## config.mk

```make
export PLATFORM = sky130hd
export DESIGN_NAME = regfile4_rd2_flat
export DESIGN_NICKNAME = d
export VERILOG_FILES = /design/src/rtl/regfile4_rd2_pkg.sv /design/src/rtl/regfile4_rd2_if.sv /design/src/rtl/regfile4_rd2_mux4.sv /design/src/rtl/regfile4_rd2_reg_en_w.sv /design/src/rtl/regfile4_rd2.sv /design/src/flat_wrapper.sv
export SDC_FILE = /design/constraint.sdc
export NUM_CORES = 1
export LEC_CHECK = 0
export BUFFER_PORTS_ARGS = -buffer_cell sky130_fd_sc_hd__buf_2
export CAP_MARGIN = 20
export CORE_MARGIN = 2
export CORE_UTILIZATION = 45
export DETAILED_ROUTE_END_ITERATION = 7
export PLACE_DENSITY = 0.78
export SKIP_LAST_GASP = 1
export SYNTH_ARGS = -nofsm -noshare
export SYNTH_HDL_FRONTEND = slang
export SYNTH_SLANG_ARGS = --single-unit
```

## constraint.sdc

```tcl
create_clock -name clk -period 2.3 [get_ports clk]
set_clock_uncertainty 0.1 [all_clocks]
set_input_delay 0.23 -clock clk [delete_from_list [all_inputs] [get_ports clk]]
set_output_delay 0.23 -clock clk [all_outputs]
set_load 0.03 [all_outputs]
```

## src/rtl/regfile4_rd2_pkg.sv

```systemverilog
// regfile4_rd2_pkg: shared sizes and index type for the 4-entry register bank
package regfile4_rd2_pkg;
  localparam int REG_COUNT = 4;
  localparam int ADDR_W = 2;
  localparam int CNT_W = 8;
  localparam logic [CNT_W-1:0] CNT_MAX = 8'd255;
  typedef logic [ADDR_W-1:0] reg_idx_t;
endpackage

```

## src/rtl/regfile4_rd2_if.sv

```systemverilog
// regfile4_rd2_if: write/read bus of the register bank
interface regfile4_rd2_if
  import regfile4_rd2_pkg::*;
#(
  parameter int WIDTH = 16
);
  logic we;
  reg_idx_t waddr;
  logic [WIDTH-1:0] wdata;
  reg_idx_t raddr_a;
  reg_idx_t raddr_b;
  logic [WIDTH-1:0] rdata_a;
  logic [WIDTH-1:0] rdata_b;
  logic [REG_COUNT-1:0] valid;
  logic [CNT_W-1:0] wr_count;
  modport master(output we, waddr, wdata, raddr_a, raddr_b, input rdata_a, rdata_b, valid, wr_count);
  modport slave(input we, waddr, wdata, raddr_a, raddr_b, output rdata_a, rdata_b, valid, wr_count);
endinterface

```

## src/rtl/regfile4_rd2_mux4.sv

```systemverilog
// mux4: single-bit 4:1 select cell
module mux4 (
  input  logic [3:0] d_i,
  input  logic [1:0] sel_i,
  output logic       y_o
);
  assign y_o = d_i[sel_i];
endmodule

```

## src/rtl/regfile4_rd2_reg_en_w.sv

```systemverilog
// reg_en_w: WIDTH-bit register with load enable and sync reset to RESET_VAL
module reg_en_w #(
  parameter int WIDTH = 16,
  parameter logic [WIDTH-1:0] RESET_VAL = '0
) (
  input  logic             clk,
  input  logic             rst,
  input  logic             en_i,
  input  logic [WIDTH-1:0] d_i,
  output logic [WIDTH-1:0] q_o
);
  // load on enable, reset wins
  always_ff @(posedge clk)
    if (rst) q_o <= RESET_VAL;
    else if (en_i) q_o <= d_i;
endmodule

```

## src/rtl/regfile4_rd2.sv

```systemverilog
// regfile4_rd2: 4 x WIDTH register bank with two combinational read ports and optional write-through
module regfile4_rd2
  import regfile4_rd2_pkg::*;
#(
  parameter int WIDTH = 16,
  parameter int BYPASS = 1,
  parameter logic [WIDTH-1:0] RESET_VAL = '0
) (
  input logic clk,
  input logic rst,
  regfile4_rd2_if.slave bus
);
  logic [WIDTH-1:0] reg_q [REG_COUNT];
  logic [WIDTH-1:0] mux_a, mux_b;
  logic [REG_COUNT-1:0] valid_q, valid_d;
  logic [CNT_W-1:0] cnt_q, cnt_d;
  for (genvar g = 0; g < REG_COUNT; g++) begin : g_reg
    reg_en_w #(.WIDTH(WIDTH), .RESET_VAL(RESET_VAL)) u_reg (
      .clk(clk), .rst(rst), .en_i(bus.we && bus.waddr == reg_idx_t'(g)),
      .d_i(bus.wdata), .q_o(reg_q[g])
    );
  end
  for (genvar b = 0; b < WIDTH; b++) begin : g_bit
    mux4 u_mux_a (.d_i({reg_q[3][b], reg_q[2][b], reg_q[1][b], reg_q[0][b]}), .sel_i(bus.raddr_a), .y_o(mux_a[b]));
    mux4 u_mux_b (.d_i({reg_q[3][b], reg_q[2][b], reg_q[1][b], reg_q[0][b]}), .sel_i(bus.raddr_b), .y_o(mux_b[b]));
  end
  // write-through only for a real (non-reset) write hitting the selected register
  assign bus.rdata_a = (BYPASS != 0 && bus.we && !rst && bus.raddr_a == bus.waddr) ? bus.wdata : mux_a;
  assign bus.rdata_b = (BYPASS != 0 && bus.we && !rst && bus.raddr_b == bus.waddr) ? bus.wdata : mux_b;
  assign bus.valid = valid_q;
  assign bus.wr_count = cnt_q;
  // mark written register and count writes, saturating
  always_comb begin
    valid_d = valid_q | (bus.we ? REG_COUNT'(1) << bus.waddr : '0);
    cnt_d = (bus.we && cnt_q != CNT_MAX) ? cnt_q + 1'b1 : cnt_q;
  end
  // flag and counter state, reset has priority over write
  always_ff @(posedge clk)
    if (rst) begin
      valid_q <= '0;
      cnt_q <= '0;
    end else begin
      valid_q <= valid_d;
      cnt_q <= cnt_d;
    end
endmodule

```

## src/flat_wrapper.sv

```systemverilog
// flat-port wrapper written by rule: the top's interface ports become plain ports
module regfile4_rd2_flat import regfile4_rd2_pkg::*;
#(
  parameter int WIDTH = 16,
  parameter int BYPASS = 1,
  parameter logic [WIDTH-1:0] RESET_VAL = '0
)
  (clk, rst, bus_we, bus_waddr, bus_wdata, bus_raddr_a, bus_raddr_b, bus_rdata_a, bus_rdata_b, bus_valid, bus_wr_count);
  regfile4_rd2_if #(.WIDTH(WIDTH)) bus_i ();
  input logic clk;
  input logic rst;
  input wire logic [$bits(bus_i.we)-1:0] bus_we;
  input wire logic [$bits(bus_i.waddr)-1:0] bus_waddr;
  input wire logic [$bits(bus_i.wdata)-1:0] bus_wdata;
  input wire logic [$bits(bus_i.raddr_a)-1:0] bus_raddr_a;
  input wire logic [$bits(bus_i.raddr_b)-1:0] bus_raddr_b;
  output wire logic [$bits(bus_i.rdata_a)-1:0] bus_rdata_a;
  output wire logic [$bits(bus_i.rdata_b)-1:0] bus_rdata_b;
  output wire logic [$bits(bus_i.valid)-1:0] bus_valid;
  output wire logic [$bits(bus_i.wr_count)-1:0] bus_wr_count;
  assign bus_i.we = bus_we;
  assign bus_i.waddr = bus_waddr;
  assign bus_i.wdata = bus_wdata;
  assign bus_i.raddr_a = bus_raddr_a;
  assign bus_i.raddr_b = bus_raddr_b;
  assign bus_rdata_a = bus_i.rdata_a;
  assign bus_rdata_b = bus_i.rdata_b;
  assign bus_valid = bus_i.valid;
  assign bus_wr_count = bus_i.wr_count;
  regfile4_rd2 #(.WIDTH(WIDTH), .BYPASS(BYPASS), .RESET_VAL(RESET_VAL)) u_core (.clk(clk), .rst(rst), .bus(bus_i));
endmodule
```

==> results.md <==
- Share of post-route cells with drive strength above 1: around 32%
- Combinational family with the most area after synthesis: multiplexers
- Critical Path RT: between 1.5 and 2 ns
- CTS resizes: 0
- Finish-stage setup viols: 0
- Clock transition at path regs: about 0.080 ns
- Seq/Total Area, Yosys: between 30% and 40%
- Seq cells post-synth: 76
- Drc violations: 0
- Area Overhead vs Synth: 15.9%
- CP max stage delay: approximately 0.53 ns
- IO Port Bufs: 68
- First-pass GRT wire length: between 15,000 and 20,000 um
- Cells after Synth: between 400 and 500
- Pins Over Slew Limit: 0
- Flop2flop setup slack: 0.59 ns
- RR Startpoint: u_core.bus.wr_count[0]
- CP Data Arrival Time: 1.66 ns
- Syn_nets: roughly 450
- Hold buffers post-CTS: 0
- Slowest CP cell: mux4_1
- Power Internal: ~2400 uW
- Share of power burned in registers: between 40% and 50%
- Drt pass-1 iters: 4
- Mapped Area: 0.00418 mm^2
- Worst Reg-to-Reg Cells: 4
- RSZ-0062 raised after global routing: no
- Gr usage total: ~22%
- CTS tree: yes
- CTS Buffer Depth: 2
- Max Cap Violations: 0
- Initial Utilization: a little under half
- Setup tns final: 0 ns
- DR iter-0 viols: approximately 220
- Global placement routability congestion: between 0.8 and 0.9
- Die Y: about 100 um
- Post-CTS Setup Bufs: 0
- Initial antenna violation count: 0
- Synth warn: 0
- Sw Ratio: about a quarter
- Startpoint Class: flip-flop
- Post-synthesis mux area share: roughly 30%
- TritonCTS Buffers: 9
- Leakage: roughly 0.0020 uW
- I/O pins: between 60 and 70
- DPL Wire Length: 7110 um
- Critical Path End: bus_rdata_b[15]
- Reg2reg end: u_core.bus.wr_count[0]
- Post-Synth XOR/XNOR Area: less than 1%
- Library cells used by synthesis: 36
- Relative slew margins: roughly 47%
- Ant. Diodes: 0
- Synth Area in Simple Gates: a little under a fifth
- Synth Area in Adders: less than 1%
- Worst VDD drop: slightly above 300 uV
- Post-layout util: roughly 53%
- Root Driver: clkbuf_8
- Reported net switching power: ~800 uW
- Hold Path Origin: bus_wdata[3]
- Combinational power share: 15.1%
- Cell area power density: between 600 and 700 mW/mm^2
- Post-synthesis compound-gate area fraction: between 9 and 10%
- Final Hold Fails: 0
- Avg Vias per Cell: ~5.8
- DR vias: 3,494
- Clock power frac: 41.6%
- CP max FO: 3
- Worst skew pair latency: 0.35 ns
- Die area: 0.0101 mm^2
- Crit path kind: flip-flop to output pin
- CORE AREA: around 0.0091 mm^2
- GRT overflow: 0
- Slew @ Worst Pin: between 0.7 and 0.8 ns
- Final ANT Viol Nets: 0
- Critical path startpoint: u_core.g_reg[2].u_reg.q_o[15]
- Crit-path cells: mux4_1 > mux2_2 > buf_2
- # rows: 35
- Pin count of the biggest net entering global routing: between 80 and 90
- Fmax: 0.503 GHz
- H-tree level count: 3
- Status: completed
- Final Critical Period: roughly 2 ns
- Die W: 100 um
- Crit path capture type: output pin
- Share of the cycle needed by the critical path after routing: between 80% and 90%
- WL final: between 10,000 and 15,000 um
- Vias in the first global route: 3,489
- Post-DR wirelength/cell: roughly 17 um
- Clk sink count: between 70 and 80
- Avg Inst Size Synth: 9.78 um^2
- Tightest Hold Check Type: primary input to flip-flop
- Nets@finish: 515
-- metrics by stage --
stage,hold WS (ns),worst slack [ns],instance area (um^2),std cells,total power (uW)
2_1_floorplan,0.266,0.550,4180,427,1770
3_3_place_gp,0.348,0.420,4570,589,1890
3_5_place_dp,0.357,0.401,4570,589,1910
4_1_cts,0.0592,0.308,4840,605,3230
5_1_grt,0.0745,0.268,4840,605,3330
6_report,0.0644,0.311,4840,605,3220
-- worst min-delay path by stage --
stage                                    end  slack (ns)  depth (start not counted)
6_report        u_core.g_reg[2].u_reg.q_o[3]        0.06                          3
5_1_grt         u_core.g_reg[2].u_reg.q_o[1]        0.07                          3
4_1_cts         u_core.g_reg[1].u_reg.q_o[4]        0.06                          3
3_5_place_dp             u_core.bus.valid[1]        0.36                          2
3_3_place_gp   u_core.g_reg[2].u_reg.q_o[11]        0.35                          2
2_1_floorplan   u_core.g_reg[0].u_reg.q_o[0]        0.27                          2
-- layer usage --
layer | GRT usage, % | vias up | part of all wire [%] | wire [um]
met3 | 2.86 | 17 | 5.9 | 625
met1 | 26.2 | 1718 | 41 | 4310
met2 | 38.2 | 124 | 51 | 5410
met5 | 0 | - | 0 | 0
li1 | - | 1635 | - | -
met4 | 11.4 | 0 | 2.2 | 229
-- state kept, by name, indices dropped and copies added (netlist names) --
signal	cells
u_core.bus.valid	4
u_core.bus.wr_count	8
u_core.g.u_reg.q_o	64
-- synth_stat cells --
library cell	number	area share, %
or3b_2	1	0.21
mux2_4	20	7.2
nand3_2	2	0.48
and3b_1	2	0.42
nand2_1	130	12
nor2_1	12	1.1
nand3b_1	2	0.36
o211ai_1	1	0.18
and4_1	4	0.84
xnor2_1	4	0.84
nor2b_2	1	0.21
nand3_1	3	0.36
buf_12	2	0.96
mux2_2	15	4.0
and2_1	1	0.15
dfxtp_1	76	36
a31oi_1	1	0.15
clkbuf_1	5	0.45
buf_4	2	0.36
a21oi_1	68	8.2
nand4_1	1	0.15
and3_1	2	0.30
nor3b_4	1	0.45
mux2i_1	1	0.24
mux4_1	12	7.6
nor4b_1	1	0.21
nand2b_1	2	0.30
a211oi_1	1	0.18
ha_1	1	0.30
buf_1	3	0.27
nor2b_1	3	0.45
nor3_1	3	0.36
mux4_2	20	11
buf_6	6	1.6
a21boi_0	2	0.36
buf_2	16	1.9
-- layout make-up --
type,instances,area [um^2]
Tap cell,111,139
Multi-Input combinational cell,317,2420
Sequential cell,76,1520
Clock inverter,4,120
Clock buffer,12,145
Fill cell,830,4270
Timing Repair Buffer,85,493
-- power by group through the flow --
stage          clock, uW  combinational, uW  sequential (uW)
2_1_floorplan          0                346             1430
3_3_place_gp           0                477             1420
3_5_place_dp           0                489             1420
4_1_cts             1350                490             1390
5_1_grt             1410                523             1400
6_report            1340                487             1390
-- layout by cell type (no fill, tap or decap), types with 10 or more instances in the layout --
master	count
buf_2	68
mux4_2	20
mux2_4	20
mux4_1	12
nand2_1	130
buf_4	15
a21oi_1	68
dfxtp_1	76
nor2_1	12
clkbuf_8	10
mux2_2	15
-- cell families after synthesis --
kind of cell	after synthesis
AOI/OAI and AO/OA	73
muxes	68
and+or+nand+nor	171
buffers and inverters	34
xor gates and xnor gates	4
adders and majority gates	1
DFF	76
-- critical path, delay by kind of cell (launching register included) --
| family | cells | cell delay (ns) |
|---|---|---|
| buffers and inverters | 1 | 0.17 |
| DFF | 1 | 0.33 |
| muxes | 2 | 0.80 |
Power figures use the tool's default switching activity.
